===== config.mk =====
export PLATFORM = sky130hd
export DESIGN_NAME = xs3_digit_serial_converter_flat
export DESIGN_NICKNAME = d
export VERILOG_FILES = /design/src/rtl/xs3_digit_serial_converter_pkg.sv /design/src/rtl/xs3_digit_serial_converter_if.sv /design/src/rtl/xs3_digit_serial_converter_digit_conv.sv /design/src/rtl/xs3_digit_serial_converter.sv /design/src/flat_wrapper.sv
export SDC_FILE = /design/constraint.sdc
export NUM_CORES = 1
export LEC_CHECK = 0
export CORE_MARGIN = 1
export CORE_UTILIZATION = 40
export CTS_CLUSTER_SIZE = 8
export DETAILED_ROUTE_END_ITERATION = 10
export PLACE_DENSITY = 0.75
export RECOVER_POWER = 100
export REMOVE_ABC_BUFFERS = 1
export SLEW_MARGIN = 20
export SYNTH_ARGS = -nofsm -noshare
export SYNTH_HDL_FRONTEND = slang
export SYNTH_SLANG_ARGS = --single-unit

===== constraint.sdc =====
create_clock -name clk -period 2 [get_ports clk]
set_input_delay 0.3 -clock clk [delete_from_list [all_inputs] [get_ports clk]]
set_output_delay 0.3 -clock clk [all_outputs]
set_load 0.02 [all_outputs]

===== src/rtl/xs3_digit_serial_converter_pkg.sv =====
// rtl/xs3_digit_serial_converter_pkg.sv - shared constants and state type for the XS3/BCD converter
package xs3_pkg;

    localparam logic [3:0] XS3_OFFSET   = 4'd3;
    localparam logic       MODE_BCD2XS3 = 1'b0;
    localparam logic       MODE_XS32BCD = 1'b1;
    localparam logic [3:0] BCD_MAX      = 4'd9;
    localparam logic [3:0] XS3_MIN      = 4'd3;
    localparam logic [3:0] XS3_MAX      = 4'd12;

    typedef enum logic [1:0] {
        IDLE,
        CONV,
        DONE
    } state_t;

endpackage


===== src/rtl/xs3_digit_serial_converter_if.sv =====
// rtl/xs3_digit_serial_converter_if.sv - input/output word streams of the XS3/BCD converter
interface xs3_digit_serial_converter_if #(
    parameter int NDIGITS = 2
);
    logic                   in_valid;
    logic                   in_ready;
    logic [4*NDIGITS-1:0]   in_data;
    logic                   in_mode;
    logic                   out_valid;
    logic                   out_ready;
    logic [4*NDIGITS-1:0]   out_data;
    logic [NDIGITS-1:0]     out_err;
    logic                   out_mode;

    // Producer/consumer side
    modport master (
        output in_valid, in_data, in_mode, out_ready,
        input  in_ready, out_valid, out_data, out_err, out_mode
    );

    // Converter side
    modport slave (
        input  in_valid, in_data, in_mode, out_ready,
        output in_ready, out_valid, out_data, out_err, out_mode
    );
endinterface


===== src/rtl/xs3_digit_serial_converter_digit_conv.sv =====
// rtl/xs3_digit_serial_converter_digit_conv.sv - single-nibble BCD<->XS3 conversion with validity flag
module xs3_digit_conv
    import xs3_pkg::*;
(
    input  logic [3:0] digit,
    input  logic       mode,
    output logic [3:0] result,
    output logic       invalid
);

    // Modulo-16 add/subtract of the offset; invalid digits still wrap, never clamp
    always_comb begin
        result  = digit;
        invalid = 1'b0;
        if (mode == MODE_BCD2XS3) begin
            result  = digit + XS3_OFFSET;
            invalid = (digit > BCD_MAX);
        end else begin
            result  = digit - XS3_OFFSET;
            invalid = (digit < XS3_MIN) || (digit > XS3_MAX);
        end
    end

endmodule


===== src/rtl/xs3_digit_serial_converter.sv =====
// rtl/xs3_digit_serial_converter.sv - digit-serial BCD<->XS3 word converter on valid/ready streams
module xs3_digit_serial_converter
    import xs3_pkg::*;
#(
    parameter int NDIGITS = 2
) (
    input  logic                          clk,
    input  logic                          rst,
    xs3_digit_serial_converter_if.slave   link
);

    localparam int W  = 4 * NDIGITS;
    localparam int CW = (NDIGITS > 1) ? $clog2(NDIGITS) : 1;
    localparam logic [CW-1:0] LAST = CW'(NDIGITS - 1);

    state_t          state;
    state_t          next_state;
    logic [CW-1:0]   cnt;
    logic [W-1:0]    src;
    logic [W-1:0]    result;
    logic [NDIGITS-1:0] err;
    logic            mode;
    logic            in_ready_c;
    logic            out_valid_c;
    logic [3:0]      digit;
    logic [3:0]      digit_res;
    logic            digit_inv;

    assign digit = src[{cnt, 2'b00} +: 4];

    xs3_digit_conv u_digit_conv (
        .digit   (digit),
        .mode    (mode),
        .result  (digit_res),
        .invalid (digit_inv)
    );

    // State register
    always_ff @(posedge clk or posedge rst) begin
        if (rst) begin
            state <= IDLE;
        end else begin
            state <= next_state;
        end
    end

    // Next-state and handshake outputs
    always_comb begin
        next_state  = state;
        in_ready_c  = 1'b0;
        out_valid_c = 1'b0;
        case (state)
            IDLE: begin
                in_ready_c = 1'b1;
                if (link.in_valid) next_state = CONV;
            end
            CONV: begin
                if (cnt == LAST) next_state = DONE;
            end
            DONE: begin
                out_valid_c = 1'b1;
                if (link.out_ready) next_state = IDLE;
            end
            default: next_state = IDLE;
        endcase
    end

    // Word capture on accept, then one digit converted per cycle
    always_ff @(posedge clk or posedge rst) begin
        if (rst) begin
            src    <= '0;
            result <= '0;
            err    <= '0;
            mode   <= 1'b0;
            cnt    <= '0;
        end else begin
            case (state)
                IDLE: begin
                    if (link.in_valid) begin
                        src    <= link.in_data;
                        mode   <= link.in_mode;
                        result <= '0;
                        err    <= '0;
                        cnt    <= '0;
                    end
                end
                CONV: begin
                    result[{cnt, 2'b00} +: 4] <= digit_res;
                    err[cnt]                  <= digit_inv;
                    cnt                       <= cnt + CW'(1);
                end
                default: ;
            endcase
        end
    end

    assign link.in_ready  = in_ready_c;
    assign link.out_valid = out_valid_c;
    assign link.out_data  = result;
    assign link.out_err   = err;
    assign link.out_mode  = mode;

endmodule

===== src/flat_wrapper.sv =====
// flat-port wrapper written by rule: the top's interface ports become plain ports
module xs3_digit_serial_converter_flat import xs3_pkg::*;
#(
    parameter int NDIGITS = 2
)
  (clk, rst, link_in_valid, link_in_data, link_in_mode, link_out_ready, link_in_ready, link_out_valid, link_out_data, link_out_err, link_out_mode);
  xs3_digit_serial_converter_if #(.NDIGITS(NDIGITS)) link_i ();
  input  logic clk;
  input  logic rst;
  input wire logic [$bits(link_i.in_valid)-1:0] link_in_valid;
  input wire logic [$bits(link_i.in_data)-1:0] link_in_data;
  input wire logic [$bits(link_i.in_mode)-1:0] link_in_mode;
  input wire logic [$bits(link_i.out_ready)-1:0] link_out_ready;
  output wire logic [$bits(link_i.in_ready)-1:0] link_in_ready;
  output wire logic [$bits(link_i.out_valid)-1:0] link_out_valid;
  output wire logic [$bits(link_i.out_data)-1:0] link_out_data;
  output wire logic [$bits(link_i.out_err)-1:0] link_out_err;
  output wire logic [$bits(link_i.out_mode)-1:0] link_out_mode;
  assign link_i.in_valid = link_in_valid;
  assign link_i.in_data = link_in_data;
  assign link_i.in_mode = link_in_mode;
  assign link_i.out_ready = link_out_ready;
  assign link_in_ready = link_i.in_ready;
  assign link_out_valid = link_i.out_valid;
  assign link_out_data = link_i.out_data;
  assign link_out_err = link_i.out_err;
  assign link_out_mode = link_i.out_mode;
  xs3_digit_serial_converter #(.NDIGITS(NDIGITS)) u_core (.clk(clk), .rst(rst), .link(link_i));
endmodule

Word-level counts from Yosys, hierarchy flattened

Index checks and enable logic that the tools add are counted.

Equal/unequal tests: 5
Order comparisons: 5
Shift-type cells: 3
Multiplexer cells: 18
Reduce and logical (&&, ||, !) cells: 7
Add/subtract/negate cells: 4

Operator list:

| cell                                                                   | count |
|---|---|
| 8-bit one-hot mux with 2 select lines                                  | 1 |
| 8-bit bitwise mux                                                      | 1 |
| 4-bit greater-than comparator (second input constant)                  | 2 |
| 2-bit two-way mux                                                      | 4 |
| 8-bit two-way mux                                                      | 1 |
| 4-bit by 5-bit variable shift with 8-bit output (first input constant) | 1 |
| 4-bit by 5-bit indexed part select with 8-bit output                   | 1 |
| 8-bit by 4-bit indexed part select with 4-bit output                   | 1 |
| 2-bit one-hot mux with 3 select lines                                  | 1 |
| 1-bit two-way mux                                                      | 5 |
| 3-bit negation with 5-bit output                                       | 1 |
| 4-bit by 2-bit adder with 4-bit output (second input constant)         | 1 |
| 4-bit by 2-bit < comparator with 1-bit output (second input constant)  | 1 |
| 4-bit two-way mux                                                      | 1 |
| 2-bit inequality test (second input constant)                          | 2 |
| 2-bit one-hot mux with 2 select lines                                  | 1 |
| 2-bit AND reduction                                                    | 2 |
| 4-bit by 2-bit subtractor with 4-bit output (second input constant)    | 1 |
| 3-bit AND reduction                                                    | 1 |
| 2-bit bitwise mux                                                      | 1 |
| 2-bit by 1-bit equality test with 1-bit output (second input constant) | 1 |
| 2-bit equality test (second input constant)                            | 1 |
| 2-bit zero test                                                        | 1 |
| 1-bit by 2-bit < comparator with 1-bit output (second input constant)  | 1 |
| other kinds (8)                                                        | 8 |

Output and inout bits: 13
Bits of input ports: 13
Register bits: 22
Word-level logic and storage cells: 48

Longest topological paths before layout

Gate-level depths: netlist of the first run.

Word-level depth: 6
Gate-level depth with buffers: 8
Depth with buffers taken out: 7

Hierarchy

From an unflattened synthesis of the first run, not the netlist that was laid out.

Cell total of the unflattened synthesis: 97
Area, all modules: 1208.7 um2

Modules (own cells, without submodules):

| module                     | times used | area an instance (um2) | cells each | sequential area each (um2) |
|---|---|---|---|---|
| xs3_digit_serial_converter | 1          | 1068.5                 | 80         | 550.5 |
| xs3_digit_conv             | 1          | 140.1                  | 17         | 0.0 |

Worst setup path after synthesis of the first run

No wires, ideal clock.

Path kind: register to register
From: reg u_core.cnt
To: reg u_core.err[1] (netlist: u_core.link.out_err[1])
Library setup time: 0.082 ns
Period minus slack after synthesis: 1.780 ns
Setup slack: 0.220 ns
Data arrival time: 1.699 ns
Required time: 1.918 ns
Buffers on the path: 1
Cell stages (with the launch flop): 7
Path through: dfrtp_1 -> buf_6 -> mux2i_1 -> inv_1 -> ha_1 -> or4b_4 -> a31oi_1

Longest elaborated chain between the ends: 6
Elaborated cells on any way between the ends: 13
Those cells by class: order compare (5); shift (1); mux (5); reduce/logical (2)

RTL lines:

| what                                                                         | line                                                                          | RTL |
|---|---|---|
| from (decl)                                                                  | xs3_digit_serial_converter.sv:18                                              | `logic [CW-1:0] cnt;` |
| from (signal assigned)                                                       | xs3_digit_serial_converter.sv:90                                              | `cnt <= cnt + CW'(1);` |
| 8-bit by 4-bit indexed part select with 4-bit output (tied with other cells) | xs3_digit_serial_converter.sv:29                                              | `assign digit = src[{cnt, 2'b00} +: 4];` |
| 4-bit by 2-bit < comparator with 1-bit output (tied with other cells)        | xs3_digit_serial_converter_digit_conv.sv:20                                   | `invalid = (digit < XS3_MIN) \|\| (digit > XS3_MAX);` |
| 1-bit logical OR / 1-bit two-way mux (equally long branches)                 | xs3_digit_serial_converter_digit_conv.sv:20, xs3_digit_serial_converter.sv:89 |  |
| 1-bit two-way mux / 1-bit demux with 1-bit select (equally long branches)    | n/a                                                                           |  |
| 2-bit bitwise mux *                                                          | xs3_digit_serial_converter.sv:89                                              | `err[cnt] <= digit_inv;` |
| 2-bit one-hot mux with 2 select lines *                                      | xs3_digit_serial_converter.sv:77                                              | `case (state)` |
| to (signal, indexed assignment)                                              | xs3_digit_serial_converter.sv:89                                              |  |
| to (decl)                                                                    | xs3_digit_serial_converter.sv:21                                              | `logic [NDIGITS-1:0] err;` |

Mark *: on every way between the ends. The rest lies on a longest branch, timed or not.
A chain may end at the register's enable or synchronous reset.

Worst setup path after layout of the first run

From: reg u_core.state[0]
To: out link_out_valid

Longest elaborated chain between the ends: 2

RTL lines:

| what                   | line                             | RTL |
|---|---|---|
| from (decl)            | xs3_digit_serial_converter.sv:16 | `state_t state;` |
| from (signal assigned) | xs3_digit_serial_converter.sv:43 | `state <= next_state;` |
| 2-bit equality test    | xs3_digit_serial_converter.sv:52 | `case (state)` |
| 1-bit two-way mux      | xs3_digit_serial_converter.sv:52 |  |
| to (decl)              | flat_wrapper.sv:15               | `output wire logic [$bits(link_i.out_valid)-1:0] link_out_valid;` |

No other way between the ends.

==> impl_results.md, run 1 <==
- CTS buffer count: 3
- Setup violators final: 0
- Gr usage total: 0.177
- Avg WL per Cell: 12.2 um
- Critical Path RT: 1.70 ns
- Slew headroom: 0.234
- TNS Setup: 0 ns
- Crit path arrival time: 1.60 ns
- Share of layout cells above drive strength 1: 0.0993
- Yosys warns: 0
- Die area: approximately 0.0028 sq mm
- Starting Density: 0.424
- Worst setup SP type: flip-flop
- Netlist cell types: 28
- Placeable Area: approximately 0.0025 sq mm
- Crit path max fanout: 8
- Outcome: finished, final reports clean
- Gr ovfl total: 0
- Nets: 158
- Htree depth: 1
- First DRT Iteration DRCs: 9
- First-pass GRT wire length: between 3000 and 4000 um
- Largest net degree at the start of global routing: 23
- Synth Area per Inst: 9.55 sq um
- Ys flop type: dfrtp_1
- Synthesized area: ~0.0011 sq mm
- Antenna violations before repair: 0
- Final period util: 0.952
- Die height: between 50 and 60 um
- TritonCTS clock tree: done
- Period minus WS final: around 1.9 ns
- Number of synthesized flops with an enable pin: 0
- Clock Skew: 0.00520 ns
- Tightest Pin Transition: approximately 1.1 ns
- CTS root buffer: clkbuf_4
- Design area: around 0.0014 sq mm
- Sequential share of the synthesized area: 0.524
- Area Growth Syn to Fin: 33.9%
- Ys async rst share: 1.00
- Hold slack: approximately 0.49 ns
- Die Wd: around 53 um
- RSZ-0062 raised after global routing: false
- Antenna-violating nets left: 0
- Fillers: 237
- CP Capture Type: primary output
- VDD IR max: just over 900 uV
- Min-delay worst type: flip-flop to flip-flop
- P per Cell Area: around 1700 mW/mm^2
- Clock slew at reported path FFs: between 0.1 and 0.15 ns
- Diode count: 0
- Routed via count: between 800 and 900
- Max_cap viols: 0
- Util after Layout: 0.568
- GP Congestion: between 0.8 and 0.9
- #FFs+latches synth: 22
- # port buffers: 25
- DRC: 0
- Row count: 18
- Placed instance area: between 0.001 and 0.0015 sq mm
- Worst skew pair latency: ~0.31 ns
- I/O pin cnt: 26
- TritonRoute pass-1 iters: 4
- Highest clock rate: ~530 MHz
- Num Clock Sinks: 22
- Via-to-Cell Ratio: between 5 and 6
- Mapped Cells: 110
- Final WL: around 2100 um
- Leakage: about 0.70 nW
- DP HPWL: about 1600 um
- Slew Limit Fails: 0
- Vias in the first global route: roughly 830
- Final hold viol count: 0
- Deepest clock path buffer count: 2
- Crit Path Category: flip-flop to primary output
==> worst paths after layout <==
| check | start | end | slack, ns | cells after the start |
|---|---|---|---|---|
| max | u_core.state[0] | link_out_valid | 0.1 | 3 |
| min | u_core.src[1] | u_core.src[1] | 0.49 | 2 |
| max reg2reg | u_core.cnt | u_core.link.out_err[0] | 0.16 | 7 |
| min reg2reg | u_core.src[1] | u_core.src[1] | 0.49 | 2 |
| max in group asynchronous | rst | u_core.state[0] | 0.47 | 3 |
| min in group asynchronous | rst | u_core.src[3] | 0.77 | 3 |
==> Yosys cell counts, types with 3 or more instances <==
| cell type | instances | area [sq um] |
|---|---|---|
| ha_1 | 3 | 37.5 |
| o21ai_0 | 7 | 35.0 |
| clkbuf_1 | 3 | 11.3 |
| a21oi_1 | 3 | 15.0 |
| dfrtp_1 | 22 | 551 |
| nand2_1 | 35 | 131 |
| nor2_1 | 5 | 18.8 |
| mux2i_1 | 3 | 30.0 |
| inv_1 | 6 | 22.5 |
==> registers in the layout, indices dropped and copies added, names as in the netlist <==
signal,count
u_core.cnt,1
u_core.link.out_data,8
u_core.link.out_err,2
u_core.link.out_mode,1
u_core.src,8
u_core.state,2
==> cells by family (layout without fill, tap and decap cells) <==
family	after synthesis	after routing	synth area share
AO/OA/AOI/OAI	19	19	0.114
XOR/XNOR	2	2	0.0167
adder cells (fa/ha/maj)	3	3	0.0357
buffers and inverters	10	41	0.0429
flip-flops	22	22	0.524
multiplexers	5	5	0.0559
AND/OR/NAND/NOR	49	49	0.211
==> cells in the final DEF (no fill, tap or decap) <==
| master | count |
|---|---|
| o211a_1 | 1 |
| xnor2_1 | 1 |
| bufinv_16 | 1 |
| or4b_4 | 1 |
| or2_2 | 1 |
| a22o_1 | 2 |
| a211oi_1 | 1 |
| inv_1 | 6 |
| mux2i_2 | 2 |
| nor3b_1 | 2 |
| dlygate4sd3_1 | 12 |
| dfrtp_2 | 1 |
| dfrtp_1 | 21 |
| clkdlybuf4s50_1 | 13 |
| clkbuf_1 | 3 |
| mux2_4 | 1 |
| nand2b_1 | 1 |
| nand3b_1 | 1 |
| or3b_2 | 1 |
| o31ai_1 | 2 |
| nor3_1 | 1 |
| mux2i_1 | 2 |
| xor2_1 | 1 |
| ha_1 | 3 |
| clkbuf_4 | 3 |
| nand2_1 | 35 |
| o21a_1 | 1 |
| and3b_1 | 1 |
| a31oi_1 | 2 |
| o21ai_0 | 7 |
| nor2_1 | 5 |
| a21oi_1 | 3 |
| buf_4 | 3 |
==> timing repair <==
action                                  CTS  global route
endpoints found under the setup margin    0             3
gates resized for setup                   0             2
buffers inserted                          0             0
hold buffers                              0             0
==> metal layers <==
metal	share of wire	wire, um	track usage	vias up
met5	0	0	0	-
met4	0.014	29	0.0526	0
met3	0.045	94	0.0345	5
met2	0.49	1030	0.313	24
met1	0.45	928	0.215	414
li1	-	-	-	429
==> where the power goes <==
| group | leakage [nW] | switching [mW] | internal [mW] | total, mW |
|---|---|---|---|---|
| Combinational | 0.397 | 0.664 | 0.560 | 1.22 |
| Clock | 0.0279 | 0.137 | 0.203 | 0.340 |
| Sequential | 0.277 | 0.155 | 0.640 | 0.795 |
| Total | 0.702 | 0.956 | 1.40 | 2.36 |
==> cell type report <==
type                    instances  area [sq um]  share of cell area
inverters                       6          22.5              0.0160
clock inverters                 1          30.0              0.0213
multi-input cells              78           459               0.326
repair buffers                 31           284               0.202
flip-flops and latches         22           552               0.392
clock buffers                   3          22.5              0.0160
well taps                      30          37.5              0.0267
==> metrics by stage <==
| step | std cells | worst slack, ns | total power [mW] |
|---|---|---|---|
| 2_1_floorplan | 106 | 0.143 | 1.59 |
| 3_3_place_gp | 167 | 0.195 | 2.03 |
| 3_5_place_dp | 167 | 0.183 | 2.07 |
| 4_1_cts | 171 | 0.0667 | 2.42 |
| 5_1_grt | 171 | 0.0164 | 2.56 |
| 6_report | 171 | 0.0961 | 2.36 |
==> worst max-delay path, cell delays in order, from the launching register on <==
cell and delay (ns):
dfrtp_2 0.47, nand2b_1 0.17, inv_1 0.06, clkdlybuf4s50_1 0.59
Note: power is estimated with default switching activity, not from simulation.
==> run 2: changes to the inputs <==
--- a/config.mk
+++ b/config.mk
@@ -5,6 +5,7 @@
 export SDC_FILE = /design/constraint.sdc
 export NUM_CORES = 1
 export LEC_CHECK = 0
+export CAP_MARGIN = 10
 export CORE_MARGIN = 1
 export CORE_UTILIZATION = 40
 export CTS_CLUSTER_SIZE = 8
==> results of run 2 <==
The final DEF is identical to that of run 1; final timing and power are the same.
